[config.mk]
export PLATFORM = sky130hd
export DESIGN_NAME = bank_sel_buf
export DESIGN_NICKNAME = d
export VERILOG_FILES = /design/src/rtl/bank_sel_buf_pkg.sv /design/src/rtl/wbuf_fifo.sv /design/src/rtl/bank_sel_buf.sv
export SDC_FILE = /design/constraint.sdc
export NUM_CORES = 1
export LEC_CHECK = 0
export CAP_MARGIN = 20
export CORE_UTILIZATION = 40
export CTS_BUF_LIST = sky130_fd_sc_hd__clkbuf_16
export CTS_CLUSTER_DIAMETER = 50
export DETAILED_ROUTE_END_ITERATION = 8
export GPL_TIMING_DRIVEN = 0
export PLACE_DENSITY = 0.67
export SLEW_MARGIN = 30
export SYNTH_ARGS = -nofsm -noshare
export SYNTH_HDL_FRONTEND = slang
export SYNTH_SLANG_ARGS = --single-unit
[constraint.sdc]
create_clock -name CLK -period 3.2 [get_ports CLK]
set_clock_uncertainty 0.1 [all_clocks]
set_input_delay 0.32 -clock CLK [delete_from_list [all_inputs] [get_ports CLK]]
set_output_delay 0.32 -clock CLK [all_outputs]
set_load 0.05 [all_outputs]
[src/rtl/bank_sel_buf_pkg.sv]
// Shared parameter header (param_define) and bank-select defaults.
// Address/data width macros are guarded so a project-wide header may override them.
`ifndef A_W
`define A_W 8
`endif
`ifndef D_W
`define D_W 32
`endif

package bank_sel_buf_pkg;
  localparam int NB_LOG2_DEF = 2;
  localparam int WB_LOG2_DEF = 2;

  function automatic int bank_aw(input int aw, input int nb_log2);
    return aw - nb_log2;
  endfunction
endpackage

[src/rtl/wbuf_fifo.sv]
// In-order write buffer: stores {address, data}, tracks count, compares every valid entry to a probe address.
// Latency: push visible at head next cycle. Backpressure: caller must not push when count == depth.
module wbuf_fifo
  import bank_sel_buf_pkg::*;
#(
  parameter int A_W     = `A_W,
  parameter int D_W     = `D_W,
  parameter int WB_LOG2 = WB_LOG2_DEF
) (
  input  logic                 clk,
  input  logic                 rst,
  input  logic                 push,
  input  logic [A_W-1:0]       push_adr,
  input  logic [D_W-1:0]       push_dat,
  input  logic                 pop,
  input  logic [A_W-1:0]       cmp_adr,
  output logic [A_W-1:0]       head_adr,
  output logic [D_W-1:0]       head_dat,
  output logic [WB_LOG2:0]     count,
  output logic [2**WB_LOG2-1:0] hit
);
  localparam int DEPTH = 2**WB_LOG2;

  logic [A_W-1:0]     adr_q [DEPTH];
  logic [D_W-1:0]     dat_q [DEPTH];
  logic [DEPTH-1:0]   vld_q;
  logic [WB_LOG2-1:0] wr_ptr;
  logic [WB_LOG2-1:0] rd_ptr;

  // Payload storage carries no reset; only the valid bits define occupancy.
  always_ff @(posedge clk) begin
    if (push) begin
      adr_q[wr_ptr] <= push_adr;
      dat_q[wr_ptr] <= push_dat;
    end
  end

  always_ff @(posedge clk or posedge rst) begin
    if (rst) begin
      wr_ptr <= '0;
      rd_ptr <= '0;
      count  <= '0;
      vld_q  <= '0;
    end else begin
      if (push) begin
        vld_q[wr_ptr] <= 1'b1;
        wr_ptr        <= wr_ptr + WB_LOG2'(1);
      end
      if (pop) begin
        vld_q[rd_ptr] <= 1'b0;
        rd_ptr        <= rd_ptr + WB_LOG2'(1);
      end
      count <= count + (WB_LOG2+1)'(push) - (WB_LOG2+1)'(pop);
    end
  end

  assign head_adr = adr_q[rd_ptr];
  assign head_dat = dat_q[rd_ptr];

  always_comb begin
    hit = '0;
    for (int i = 0; i < DEPTH; i++) begin
      hit[i] = vld_q[i] && (adr_q[i] == cmp_adr);
    end
  end
endmodule

[src/rtl/bank_sel_buf.sv]
// Steers one read and one buffered write per cycle onto NB single-port banks; reads always win.
// Latency: reads and bypassed writes issue same cycle; W_READY drops when the buffer holds 2**WB_LOG2 entries.
module bank_sel_buf
  import bank_sel_buf_pkg::*;
#(
  parameter int A_W     = `A_W,
  parameter int D_W     = `D_W,
  parameter int NB_LOG2 = NB_LOG2_DEF,
  parameter int WB_LOG2 = WB_LOG2_DEF
) (
  input  logic                          CLK,
  input  logic                          RST,
  input  logic                          RE,
  input  logic [A_W-1:0]                R_ADR,
  input  logic                          WE,
  input  logic [A_W-1:0]                W_ADR,
  input  logic [D_W-1:0]                W_DATA,
  output logic                          W_READY,
  output logic [2**NB_LOG2-1:0]         EN,
  output logic [2**NB_LOG2-1:0]         WEN,
  output logic [(2**NB_LOG2)*bank_aw(A_W, NB_LOG2)-1:0] A,
  output logic [(2**NB_LOG2)*D_W-1:0]   D,
  output logic [NB_LOG2-1:0]            R_SEL,
  output logic                          R_HAZ,
  output logic                          OVF
);
  localparam int NB    = 2**NB_LOG2;
  localparam int BA_W  = bank_aw(A_W, NB_LOG2);
  localparam int DEPTH = 2**WB_LOG2;

  logic [NB_LOG2-1:0] rb, wb, hb;
  logic [A_W-1:0]     head_adr;
  logic [D_W-1:0]     head_dat;
  logic [WB_LOG2:0]   count;
  logic [DEPTH-1:0]   hit;
  logic               empty, r_act, w_acc, bypass, push, drain;

  assign rb     = R_ADR[NB_LOG2-1:0];
  assign wb     = W_ADR[NB_LOG2-1:0];
  assign hb     = head_adr[NB_LOG2-1:0];
  assign empty  = (count == '0);
  assign W_READY = (count < (WB_LOG2+1)'(DEPTH));

  // All bank activity is suppressed while reset is held.
  assign r_act  = RE && !RST;
  assign w_acc  = WE && W_READY && !RST;
  assign bypass = w_acc && empty && !(r_act && (wb == rb));
  assign push   = w_acc && !bypass;
  assign drain  = !empty && !RST && !(r_act && (hb == rb));
  assign R_HAZ  = RE && (|hit);

  wbuf_fifo #(.A_W(A_W), .D_W(D_W), .WB_LOG2(WB_LOG2)) u_fifo (
    .clk      (CLK),
    .rst      (RST),
    .push     (push),
    .push_adr (W_ADR),
    .push_dat (W_DATA),
    .pop      (drain),
    .cmp_adr  (R_ADR),
    .head_adr (head_adr),
    .head_dat (head_dat),
    .count    (count),
    .hit      (hit)
  );

  always_comb begin
    EN  = '0;
    WEN = '0;
    A   = '0;
    D   = '0;
    if (r_act) begin
      EN[rb]                = 1'b1;
      A[rb*BA_W +: BA_W]    = R_ADR[A_W-1:NB_LOG2];
    end
    // bypass needs an empty buffer and drain a non-empty one, so they never collide.
    if (bypass) begin
      EN[wb]                = 1'b1;
      WEN[wb]               = 1'b1;
      A[wb*BA_W +: BA_W]    = W_ADR[A_W-1:NB_LOG2];
      D[wb*D_W +: D_W]      = W_DATA;
    end
    if (drain) begin
      EN[hb]                = 1'b1;
      WEN[hb]               = 1'b1;
      A[hb*BA_W +: BA_W]    = head_adr[A_W-1:NB_LOG2];
      D[hb*D_W +: D_W]      = head_dat;
    end
  end

  always_ff @(posedge CLK or posedge RST) begin
    if (RST) begin
      R_SEL <= '0;
      OVF   <= 1'b0;
    end else begin
      if (RE) R_SEL <= rb;
      if (WE && !W_READY) OVF <= 1'b1;
    end
  end

  logic unused_nb;
  assign unused_nb = (NB == 0);
endmodule

; Word-level counts from Yosys, hierarchy flattened
; Memory sizes are Yosys's and may differ from the RTL's.
; Cells that the tools add are included.
[word_totals]
ram_bits = 160
memories = 2
reg_bits = 14
out_inout_bits = 165
elab_cells = 111
[classes]
n_mux = 27
shifts = 10
bitwise = 8
eq_ne = 6
n_reduce_logical = 29
order_cmp = 11
multipliers = 3
add_sub_neg = 9
[memory_table]
columns = name, words, width, rd, rd_ports_with_merged_regs, wr, line_no
row1 = u_fifo.dat_q, 4, 32, 1, 0, 1, wbuf_fifo.sv:25  ; logic [D_W-1:0] dat_q [DEPTH];
row2 = u_fifo.adr_q, 4, 8, 5, 0, 1, wbuf_fifo.sv:24  ; logic [A_W-1:0] adr_q [DEPTH];
[ops]
columns = op, n
row1 = 128-bit two-way mux, 2
row2 = 32-bit by 34-bit variable shift with 128-bit output (first input constant), 2
row3 = 32-bit by 34-bit variable part select with 128-bit output, 2
row4 = 128-bit bitwise AND, 1
row5 = 128-bit bitwise mux, 1
row6 = 5-bit negation with 34-bit output, 3
row7 = 6-bit by 34-bit variable shift with 24-bit output (first input constant), 3
row8 = 6-bit by 34-bit variable part select with 24-bit output, 3
row9 = 24-bit two-way mux, 3
row10 = 7-bit negation with 34-bit output, 2
row11 = 24-bit bitwise mux, 2
row12 = 8-bit equality test, 4
row13 = 4-bit two-way mux, 7
row14 = 24-bit bitwise AND, 1
row15 = 1-bit logical AND, 21
row16 = 4-bit OR, 4
row17 = 2-bit by 3-bit < comparator with 1-bit output (second input constant), 5
row18 = 2-bit by 2-bit multiplier with 4-bit output (second input constant), 3
row19 = 1-bit demux with 2-bit select, 5
row20 = 2-bit by 1-bit >= comparator with 1-bit output (second input constant), 5
row21 = 1-bit two-way mux, 7
row22 = 1-bit zero test, 6
row23 = 2-bit by 1-bit adder with 2-bit output (second input constant), 2
row24 = 4-bit bitwise AND, 1
row25 = other kinds (7), 8

; Depth between registers and ports, before layout
[logic_depth]
depth_word = 10
mapped_depth = 15
ltp_nobuf = 11

; Hierarchy
; A second synthesis with hierarchy kept.
[unflattened]
hier_cells = 869
hier_area_um2 = 10787.8
[modules_own_cells]
columns = mod, cells_each, n_inst, area_per_inst_um2
row1 = wbuf_fifo, 314, 1, 6789.0
row2 = bank_sel_buf, 555, 1, 3998.8

; Worst setup path before layout
; Ideal clock, no wire load.
[synth_timing]
kind = register to output
startpoint = register u_fifo.rd_ptr[0]
endpoint = output port D[12]
path_stages_with_launch = 10
t_arrival_ns = 3.177
required_time_ns = 2.780
path_buffers = 3
slack_ns = -0.397
cell_sequence = dfrtp_1 -> buf_6 -> mux4_2 -> buf_6 -> inv_1 -> ha_1 -> clkbuf_1 -> nor3b_2 -> nand3_1 -> o21ai_0
[synth_via]
elab_chain_len = 6
word_cells_on_any_way = 11
cone_classes = 1 x add/sub / 1 x eq/ne / 2 x shift / 2 x mux / 3 x reduce/logical / 2 x memory
[synth_rtl]
columns = element, line_no
row1 = from (decl), wbuf_fifo.sv:28  ; logic [WB_LOG2-1:0] rd_ptr;
row2 = from (signal assigned), wbuf_fifo.sv:51  ; rd_ptr <= rd_ptr + WB_LOG2'(1);
row3 = branches (longest 5 deep; another with 7-bit negation with 34-bit output), --
row4 = 128-bit two-way mux *, bank_sel_buf.sv:82  ; if (drain) begin
row5 = to (decl), bank_sel_buf.sv:22  ; output logic [(2**NB_LOG2)*D_W-1:0] D,
; Every way passes the cells marked *.

; Worst setup path in the final report
[layout_timing]
startpoint = register u_fifo.rd_ptr[0]
endpoint = output port D[97]
; The elaborated chain is that of the path after synthesis.

==> impl_metrics.csv <==
group,metric,value,unit
detailed_routing,first_iter_violations,852,
cells_and_area,layout_common_cells,"edfxtp_1 (160), buf_6 (128), buf_4 (50)",
cells_and_area,finalNetCount,1252,
placed_design,hpwlAfterDp,25370,um
floorplanning,core,0.02547,sq mm
clock_tree,cts_sinks,174,
clock_tree,cts_buffers,17,
power,leakage,0.006246,uW
setup_path,timing.rr.start,"u_fifo.rd_ptr[0]$_DFFE_PP0N_",
timing,relSlewSlack,55.12,%
timing,worst_slew_pin_slew,0.6708,ns
placed_design,gp_congestion,0.9799,
setup_path,critical_path.max_fanout,8,
yosys,synth_cells,875,
setup_path,worstSetupEndpointType,"output port",
yosys,yosysTopAreaCell,"edfxtp_1",
setup_path,cp_top_family,"buffers and inverters",
detailed_routing,postRouteAntennaNets,0,
yosys,yosys_warnings,0,
yosys,yosysTopAreaCellShare,45.68,%
floorplanning,die-height,164.2,um
yosys,ys_seq_area_share,49.01,%
timing,fin_ws,-0.2735,ns
placed_design,post_dp_cell_area,0.01352,sq mm
cells_and_area,layout_commonest_cell,"edfxtp_1",
timing,hold_violations,0,
timing,worst_hold_slack,0.2768,ns
worst_hold_path,hold_class,"input pin to asynchronous set/reset pin",
setup_path,worstSetupStartpoint,"u_fifo.rd_ptr[0]$_DFFE_PP0N_",
setup_path,path_buf_inv,6,
setup_path,slowest_delay,0.60,ns
cells_and_area,drive_gt1_share,51.69,%
cells_and_area,area_delta_synth_final,62.42,%
floorplanning,start_util,41.29,%
timing,max_freq,287.9,MHz
detailed_routing,avgViaCountPerCell,6.084,
cells_and_area,diodes,0,
yosys,ys.flop_type,"edfxtp_1",
clock_tree,ctsLongestPathBuffers,2,
setup_path,critPathArrivalTime,3.05,ns
run,drv_cap,0,
setup_path,crit_type,"register to output port",
global_routing,grt_pass1_vias,9165,
power,p_total,11250,uW
global_routing,grt_max_degree,35,
floorplanning,io_pins,217,
yosys,synth_cell_types,67,
floorplanning,die_area,0.02695,sq mm
placed_design,placed_cells,1421,
clock_tree,clkLatencyLatePin,0.44,ns
detailed_routing,drc,0,
timing,setup_viol,158,
global_routing,grt-ovfl-total,0,
yosys,syn_nets,960,
detailed_routing,vias,9187,
clock_tree,htree_levels,4,
timing,final-max-slew-violation-count,0,
global_routing,antenna_found_initial,0,
global_routing,grt_pass1_wl,55940,um
timing,period_share,108.5,%
clock_tree,path_clk_slew,0.08,ns
floorplanning,die_x,164.2,um
power,ir_drop,435.2,uV
timing,setup_tns,-29.87,ns
placed_design,portBuffers,212,
clock_tree,tritoncts,"yes",
yosys,syn_area_per_cell,12.02,sq um
outcome,run_status,"finished with violations",
power,power.density,658.5,mW/mm^2
floorplanning,num_rows,58,
clock_tree,clockRootBuffer,"clkbuf_16",
cells_and_area,final_cell_area,0.01708,sq mm
global_routing,grt_usage,28.20,%
detailed_routing,dr.pass1.iters,5,
setup_path,cp_common_cell,"buf_6",
setup_path,cp.required,2.78,ns
yosys,synth_seq_cells,174,
detailed_routing,wire_per_inst,26.08,um
timing,layout_min_cycle_time,3.474,ns
yosys,synthArstFlopShare,8.046,%
setup_path,path_cells,"buf_6 -> mux4_2 -> inv_2 -> ha_4 -> buf_6 -> nand4b_1 -> buf_6 -> buf_12 -> o22ai_2 -> buf_6",
yosys,synthTopCellsByArea,"edfxtp_1 (46%), mux4_2 (8.6%), ha_1 (3.8%)",
setup_path,worstSetupStartpointType,"register",
cells_and_area,layout.cells.non_filler,1510,
yosys,netlist_area,0.01052,sq mm
timing,rsz0062_at_grt,"true",
outcome,violations,"negative setup slack",
setup_path,worst_path_max_delay_cell,"mux4_2",
detailed_routing,routed_wl,39370,um
clock_tree,hold_buffers,0,
yosys,synth_edf_count,160,
[layout make-up]
class,instances,area (sq um)
Fill cell,1696,8389
Multi-Input combinational cell,572,6748
Sequential cell,174,5155
Timing Repair Buffer,283,3329
Buffer,68,609.3
Clock buffer,17,425.4
Tap cell,330,412.9
Inverter,51,209.0
Clock inverter,15,193.9
[power breakdown]
group	switching [uW]	internal (uW)	total, uW	leakage (uW)
Clock	1010	1130	2140	0.000299
Sequential	108	2700	2810	0.00161
Combinational	3760	2550	6300	0.00434
[kinds of logic after synthesis]
family | share of synthesized area, %
buffers and inverters | 5.294
xor gates and xnor gates | 3.569
adders and majority gates | 3.997
muxes | 11.38
DFF | 49.01
AOI/OAI and AO/OA | 15.10
and+or+nand+nor | 11.65
[worst paths after layout]
| path | endpoint | slack, ns | depth (start not counted) |
|---|---|---|---|
| worst max-delay path | D[97] | -0.27 | 10 |
| worst min-delay path | u_fifo.count[1]$_DFF_PP0_ | 0.28 | 2 |
| worst max register to register | u_fifo.count[2]$_DFF_PP0_ | -0.11 | 15 |
| max in group asynchronous | u_fifo.vld_q[3]$_DFF_PP0_ | 2.49 | 2 |
| worst min register to register | OVF$_DFFE_PP0P_ | 0.36 | 1 |
| min in group CLK | u_fifo.adr_q[1][0]$_DFFE_PP_ | 0.29 | 1 |
[sequential cells by signal, indices dropped and copies added, names as in the netlist]
register,cells
OVF,1
R_SEL,2
u_fifo.adr_q,32
u_fifo.count,3
u_fifo.dat_q,128
u_fifo.rd_ptr,2
u_fifo.vld_q,4
u_fifo.wr_ptr,2
[what timing repair did]
action	CTS	global route
endpoints found under the setup margin	163	207
pin swaps	45	17
gates resized for setup	1403	179
buffers inserted	38	16
cloned	8	5
[cells in the mapped netlist, types with 3 or more instances]
cell,n
buf_2,19
nand4_1,8
dfrtp_1,14
a31oi_1,11
mux2_2,5
buf_6,6
a211oi_1,14
inv_1,50
nor3b_1,4
xor2_1,29
nor2_1,10
a2bb2oi_1,4
nand4b_1,6
and4_1,3
mux2i_1,24
or2_2,3
buf_1,4
mux4_2,40
nand2_2,3
a21oi_1,19
nand2b_1,38
o22ai_1,64
o2bb2ai_1,30
a22o_1,39
clkbuf_1,48
nor2b_1,37
xnor2_1,12
nor4_1,9
ha_1,32
o21ai_0,11
and3_1,5
nor3_1,5
nand3_1,15
and2_1,6
edfxtp_1,160
nand2_1,45
[per-layer routing]
metal | global-route usage (%) | up-vias | part of all wire, %
met5 | 0 | - | 0
met4 | 9.806 | 0 | 2.7
met3 | 5.909 | 80 | 7.8
met2 | 44.46 | 501 | 49
met1 | 38.40 | 4628 | 40
li1 | - | 3978 | -
[per-stage QoR]
stage / util (%) / setup WS [ns]
3_3_place_gp: 52.71 / -1.821
4_1_cts: 62.93 / -0.2104
2_1_floorplan: - / -0.1096
3_5_place_dp: 53.08 / -1.855
5_1_grt: 67.06 / -0.3492
6_report: 67.06 / -0.2735
Power figures use the tool's default switching activity.
